==> src/rtl/vga_timing_gen.sv <==
// vga_timing_gen: VGA raster generator (640x480@60 by default).
// Two counters (h, v) plus sync/blanking/pulse flags. Every flag is decoded
// from the *next* counter value and registered on the same edge as the
// counters, so all outputs describe the current (x, y) with zero skew.
// No handshake: ena is a plain advance qualifier, outputs hold while ena=0.
module vga_timing_gen #(
  parameter int H_ACTIVE = 640,
  parameter int H_FP     = 16,
  parameter int H_SYNC   = 96,
  parameter int H_BP     = 48,
  parameter int V_ACTIVE = 480,
  parameter int V_FP     = 10,
  parameter int V_SYNC   = 2,
  parameter int V_BP     = 33
) (
  input  logic       clk,
  input  logic       rst_n,
  input  logic       ena,
  output logic [9:0] x,
  output logic [9:0] y,
  output logic       hsync,
  output logic       vsync,
  output logic       display_on,
  output logic       line_start,
  output logic       frame_start
);

  localparam int H_TOTAL = H_ACTIVE + H_FP + H_SYNC + H_BP;
  localparam int V_TOTAL = V_ACTIVE + V_FP + V_SYNC + V_BP;

  // Both totals must fit the 10-bit counters.
  if (H_TOTAL > 1024) begin : g_bad_h_total
    $fatal(1, "vga_timing_gen: H_TOTAL exceeds 1024");
  end
  if (V_TOTAL > 1024) begin : g_bad_v_total
    $fatal(1, "vga_timing_gen: V_TOTAL exceeds 1024");
  end

  // Region boundaries held at 11 bits so an end value of 1024 still compares.
  localparam logic [9:0]  H_LAST     = 10'(H_TOTAL - 1);
  localparam logic [9:0]  V_LAST     = 10'(V_TOTAL - 1);
  localparam logic [10:0] H_ACT_END  = 11'(H_ACTIVE);
  localparam logic [10:0] HS_START   = 11'(H_ACTIVE + H_FP);
  localparam logic [10:0] HS_END     = 11'(H_ACTIVE + H_FP + H_SYNC);
  localparam logic [10:0] V_ACT_END  = 11'(V_ACTIVE);
  localparam logic [10:0] VS_START   = 11'(V_ACTIVE + V_FP);
  localparam logic [10:0] VS_END     = 11'(V_ACTIVE + V_FP + V_SYNC);

  logic [9:0]  h_nxt;
  logic [9:0]  v_nxt;
  logic [10:0] h_nxt_w;
  logic [10:0] v_nxt_w;
  logic        hsync_nxt;
  logic        vsync_nxt;
  logic        display_on_nxt;
  logic        line_start_nxt;
  logic        frame_start_nxt;

  // Next raster position and the flags that describe it.
  always_comb begin
    h_nxt = x + 10'd1;
    v_nxt = y;
    if (x == H_LAST) begin
      h_nxt = 10'd0;
      v_nxt = (y == V_LAST) ? 10'd0 : y + 10'd1;
    end
    h_nxt_w         = {1'b0, h_nxt};
    v_nxt_w         = {1'b0, v_nxt};
    hsync_nxt       = !((h_nxt_w >= HS_START) && (h_nxt_w < HS_END));
    // v only moves on the h wrap, so vsync only changes at h = 0.
    vsync_nxt       = !((v_nxt_w >= VS_START) && (v_nxt_w < VS_END));
    display_on_nxt  = (h_nxt_w < H_ACT_END) && (v_nxt_w < V_ACT_END);
    line_start_nxt  = (h_nxt == 10'd0);
    frame_start_nxt = (h_nxt == 10'd0) && (v_nxt == 10'd0);
  end

  // Counters and flags advance together on enabled edges; reset lands on (0,0).
  always_ff @(posedge clk or negedge rst_n) begin
    if (!rst_n) begin
      x           <= 10'd0;
      y           <= 10'd0;
      hsync       <= 1'b1;
      vsync       <= 1'b1;
      display_on  <= 1'b1;
      line_start  <= 1'b1;
      frame_start <= 1'b1;
    end else if (ena) begin
      x           <= h_nxt;
      y           <= v_nxt;
      hsync       <= hsync_nxt;
      vsync       <= vsync_nxt;
      display_on  <= display_on_nxt;
      line_start  <= line_start_nxt;
      frame_start <= frame_start_nxt;
    end
  end

endmodule

==> config.mk <==
export PLATFORM = sky130hd
export DESIGN_NAME = vga_timing_gen
export DESIGN_NICKNAME = d
export VERILOG_FILES = /design/src/rtl/vga_timing_gen.sv
export SDC_FILE = /design/constraint.sdc
export NUM_CORES = 1
export LEC_CHECK = 0
export CAP_MARGIN = 40
export CORE_ASPECT_RATIO = 0.7
export CORE_MARGIN = 2
export CORE_UTILIZATION = 55
export DETAILED_ROUTE_END_ITERATION = 8
export HOLD_SLACK_MARGIN = 0.1
export PLACE_DENSITY = 0.9
export SLEW_MARGIN = 20
export SYNTH_ARGS = -nofsm -noshare
export SYNTH_HDL_FRONTEND = slang
export SYNTH_SLANG_ARGS = --single-unit
==> constraint.sdc <==
create_clock -name clk -period 3.1 [get_ports clk]
set_clock_uncertainty 0.1 [all_clocks]
set_input_delay 0.775 -clock clk [delete_from_list [all_inputs] [get_ports clk]]
set_output_delay 0.775 -clock clk [all_outputs]
set_load 0.01 [all_outputs]
# After elaboration in Yosys (flattened, before gate mapping)
# Index checks and enable logic that the tools add are counted.
[classes]
n_addsub = 2
order_cmp = 6
eq_ne = 2
n_mux = 3
n_reduce_logical = 8
[ops]
columns = ["op", "n"]
rows = [
  ["2-to-1 mux 10 bit", 3],
  ["adder 10 x 1 -> 10 bit (second input constant)", 2],
  ["== test 10 bit (second input constant)", 2],
  ["zero test 10 bit", 2],
  ["less-than comparator 10 bit (second input constant)", 2],
  ["less-than comparator 10 x 9 -> 1 bit (second input constant)", 2],
  [">= comparator 10 bit (second input constant)", 1],
  [">= comparator 10 x 9 -> 1 bit (second input constant)", 1],
  ["logical AND 1 bit", 4],
  ["zero test 1 bit", 2],
]
[word_totals]
regBits = 25
inputBits = 3
elab_cells = 28

# Longest topological paths before layout
[logic_depth]
word_depth = 6
depth_mapped = 10
mapped_depth_nobuf = 8

# Worst setup path after synthesis
# OpenSTA, ideal clock, no wires.
[synth_timing]
kind = "register to register"
from = "register x[0]"
to = "register frame_start"
setup_time_ns = 0.097
arrival_ns = 1.991
slack_ns = 0.911
stages_incl_launch_ff = 9
path_buffers = 1
period_less_slack_ns = 2.189
path_cell_list = "dfrtp_1 -> ha_1 -> and4_4 -> buf_6 -> nand4_1 -> xor2_1 -> nor2b_1 -> o2111ai_1 -> o41ai_2"
[synth_via]
elab_chain_cells = 4
word_cells_on_any_way = 7
[synth_rtl]
columns = ["item", "line", "text"]
rows = [
  ["from (decl)", "19", "output logic [9:0] x,"],
  ["from (signal assigned)", "88", "x <= h_nxt;"],
  ["adder 10 x 1 -> 10 bit / == test 10 bit (equally long branches)", "61, 63", ""],
  ["2-to-1 mux 10 bit", "63", "if (x == H_LAST) begin"],
  ["zero test 10 bit", "74", "frame_start_nxt = (h_nxt == 10'd0) && (v_nxt == 10'd0);"],
  ["logical AND 1 bit *", "74", ""],
  ["to (signal assigned)", "94", "frame_start <= frame_start_nxt;"],
  ["to (decl)", "25", "output logic frame_start"],
]
# Mark *: on every way between the ends. The rest lies on a longest branch, timed or not.
# A chain may end at the register's enable or synchronous reset.

# Worst setup path in the final report
# Ends and elaborated chain as after synthesis.

==> flow_summary.yaml <==
status:
  outcome: "completed"
layout:
  diodes: 0
  post-route-util_pct: 64.9
  filler_cell_count_in_the_final_layout: 245
  fin_cells: 248
  layout_cells_sized_above_1_pct: 12.4
  relative_area_change_from_synthesis_to_final_layout_pct: 15.0
  final_design_area_no_fill_um2: 2000
  finalNetCount: 217
hold_path:
  worst_hold_path_type: "reg2reg"
  hold_path_origin: "line_start"
  hold_path_depth: 2
synthesis:
  yosysUniqueCellTypes: 47
  synth_common_cells: "sky130_fd_sc_hd__nand3_1, sky130_fd_sc_hd__dfrtp_1, sky130_fd_sc_hd__nand2_1"
  synth_enable_flop_cells: 0
  asyncSetResetFlopFracSynth_pct: 100
  synth.area.top_cells: "sky130_fd_sc_hd__dfrtp_1, sky130_fd_sc_hd__dfstp_2, sky130_fd_sc_hd__nand3_1"
  synth.ff_latch_count: 25
  avgSynthCellArea_um2: 9.06
  synth_area_um2: 1740
  syn-num-nets: 198
  ys.flop_type: "sky130_fd_sc_hd__dfrtp_1"
  synth.largest_area_cell: "sky130_fd_sc_hd__dfrtp_1"
  ys_warn_count: 0
  synth_largest_type_area_fraction_pct: 28.8
  postSynthCellCount: 192
  post-synth-top-count-cell: "sky130_fd_sc_hd__nand3_1"
  synth_seq_area_share_pct: 36.3
global_routing:
  grt_start_max_net_pins: 26
  globalRouteTotalUtil_pct: 22.4
  antenna_violations_before_repair: 0
  grt_pass1_wl_mm: 6.44
  grt_overflow_total: 0
  first_global_vias: 1240
route:
  drt.antenna.violating_nets: 0
  firstDrtPassIters: 4
  post_detailed_route_via_to_cell_ratio: 6.08
  route.final.wire_length_mm: 3.83
  drt-wirelength-per-cell_um: 15.4
  drc: 0
  drt_iter0_drc: 118
  detailroute.via_count: 1509
worst_setup_path:
  timing.rr.end: "frame_start"
  path_class: "reg2reg"
  sort_of_element_at_the_start_of_the_critical_path: "flip-flop"
  reg2regPathDepth: 7
  crit_path_end_kind: "flip-flop"
  crit_path_end: "frame_start"
  cp_data_arrival_time_ns: 2.52
  startpoint: "x[0]"
  reg2reg_from: "x[0]"
  ff2ff_setup_slack_ns: 0.65
  critical_path.max_fanout: 8
  required_ns: 3.17
clock_network:
  max-clock-path-buffers: 2
  cts_sinks: 25
  clkTransAtPathRegs_ns: 0.09
  cts_post_setup_buffers_inserted: 0
  cts_root_buf: "sky130_fd_sc_hd__clkbuf_8"
  hold_buffers: 0
  tritoncts: "done"
  total_number_of_h_tree_levels: 1
  insertion_delay_ns: 0.27
  cts-buffers-inserted: 3
  cts-resized-gates: 0
power:
  power_leakage_nw: 0.760
  power.internal_mw: 0.666
  cellPowerDensity_nw_per_um2: 517
  seq_power_share_pct: 47.4
  post-layout-total-power_mw: 1.03
  netSwitchingPower_mw: 0.367
  ir_drop_mv: 0.366
  portion_of_total_power_attributed_to_the_clock_network_pct: 18.5
  sw_frac_of_total_pct: 35.5
  power.combinational.fraction_pct: 34.1
floorplan:
  vert_die_dim_um: 51.1
  design.core.area_um2: 3080
  count_of_boundary_i_o_pins: 28
  initial_core_util_pct: 56.4
  chipWidth_um: 71.2
  design.die.area_um2: 3640
  rows: 17
place:
  placement.io_buffers: 27
  dpl_cell_area_um2: 1960
  post-place-ws_ns: 0.698
  finalWeightedCongestion: 0.955
  final_hpwl_from_detailed_placement_mm: 2.80
  numPlacedInstances: 244
timing:
  fin_ws_ns: 0.646
  timing_max_transition_violations_final: 0
  setup-tns-final_ns: 0
  layout_min_cycle_time_ns: 2.45
  setup-violations-final: 0
  hold_viol: 0
  max-slew-margin-rel_pct: 64.9
  max_slew.worst_pin.slew_ns: 0.519
  clock.fmax_mhz: 408
  rsz_0062_raised_after_global_routing: "false"
  hold_ws_ns: 0.381
  period_share_pct: 79.1
flow_run:
  maxCapViolCount: 0
-- layout make-up --
cell class                 count  area, µm²  share of cell area (%)
clock buffer                   4       45.0                    2.25
inverter                       5       18.8                   0.938
multi-input combinational    147        972                    48.6
sequential                    25        632                    31.6
tap                           38       47.5                    2.38
timing repair buffer          29        285                    14.3
-- sequential cells by signal, indices dropped and copies added (netlist names) --
name,count
display_on,1
hsync,1
y,10
line_start,1
x,10
vsync,1
frame_start,1
-- critical path, stage by stage (launching register included) --
cell and delay, ns:
sky130_fd_sc_hd__dfrtp_1 0.47, sky130_fd_sc_hd__ha_1 0.28, sky130_fd_sc_hd__and4_4 0.32, sky130_fd_sc_hd__nand4_1 0.12, sky130_fd_sc_hd__xor2_1 0.36, sky130_fd_sc_hd__nor2b_1 0.19, sky130_fd_sc_hd__o2111ai_1 0.16, sky130_fd_sc_hd__o41ai_2 0.34
-- cell families after synthesis --
group,after synthesis,synth area share (%)
AO/OA/AOI/OAI,43,17.1
XOR/XNOR,19,9.57
adder cells (fa/ha/maj),3,2.16
buffers and inverters,20,7.77
flip-flops,25,36.3
multiplexers,2,1.22
AND/OR/NAND/NOR,80,25.9
-- worst min-delay path by stage --
| stage | endpoint | slack, ns |
|---|---|---|
| 4_1_cts | line_start | 0.38 |
| 3_5_place_dp | line_start | 0.37 |
| 2_1_floorplan | line_start | 0.37 |
| 5_1_grt | line_start | 0.41 |
| 6_report | line_start | 0.38 |
| 3_3_place_gp | display_on | 0.37 |
-- power groups by stage --
stage	clock, mW	combinational (mW)	sequential [mW]
2_1_floorplan	0	0.253	0.462
6_report	0.191	0.352	0.490
4_1_cts	0.196	0.352	0.487
3_5_place_dp	0	0.351	0.493
3_3_place_gp	0	0.346	0.489
5_1_grt	0.206	0.387	0.507
-- placed cells by master (no fill, tap or decap), types with 2 or more instances in the layout --
master,n
sky130_fd_sc_hd__clkdlybuf4s50_1,27
sky130_fd_sc_hd__nand3_1,21
sky130_fd_sc_hd__dfrtp_1,20
sky130_fd_sc_hd__nand2_1,18
sky130_fd_sc_hd__o21ai_0,13
sky130_fd_sc_hd__nor2_1,12
sky130_fd_sc_hd__xnor2_1,11
sky130_fd_sc_hd__xor2_1,8
sky130_fd_sc_hd__a31oi_1,6
sky130_fd_sc_hd__nor3_1,6
sky130_fd_sc_hd__a21oi_1,6
sky130_fd_sc_hd__inv_1,5
sky130_fd_sc_hd__nand4_1,5
sky130_fd_sc_hd__dfstp_2,5
sky130_fd_sc_hd__o31ai_1,4
sky130_fd_sc_hd__and3_1,3
sky130_fd_sc_hd__ha_1,3
sky130_fd_sc_hd__clkbuf_8,3
sky130_fd_sc_hd__nor4bb_1,2
sky130_fd_sc_hd__and3_2,2
sky130_fd_sc_hd__o2bb2ai_1,2
sky130_fd_sc_hd__a21oi_2,2
sky130_fd_sc_hd__or2_2,2
sky130_fd_sc_hd__buf_4,2
-- metal layers --
layer  global-route usage (%)  vias up  wire length [µm]
met2                     28.2       68              1560
met5                        0        -                 0
met1                     38.5      697              1960
met4                     5.03        0                25
met3                     3.55        2               279
li1                         -      742                 -
Power figures use the tool's default switching activity.
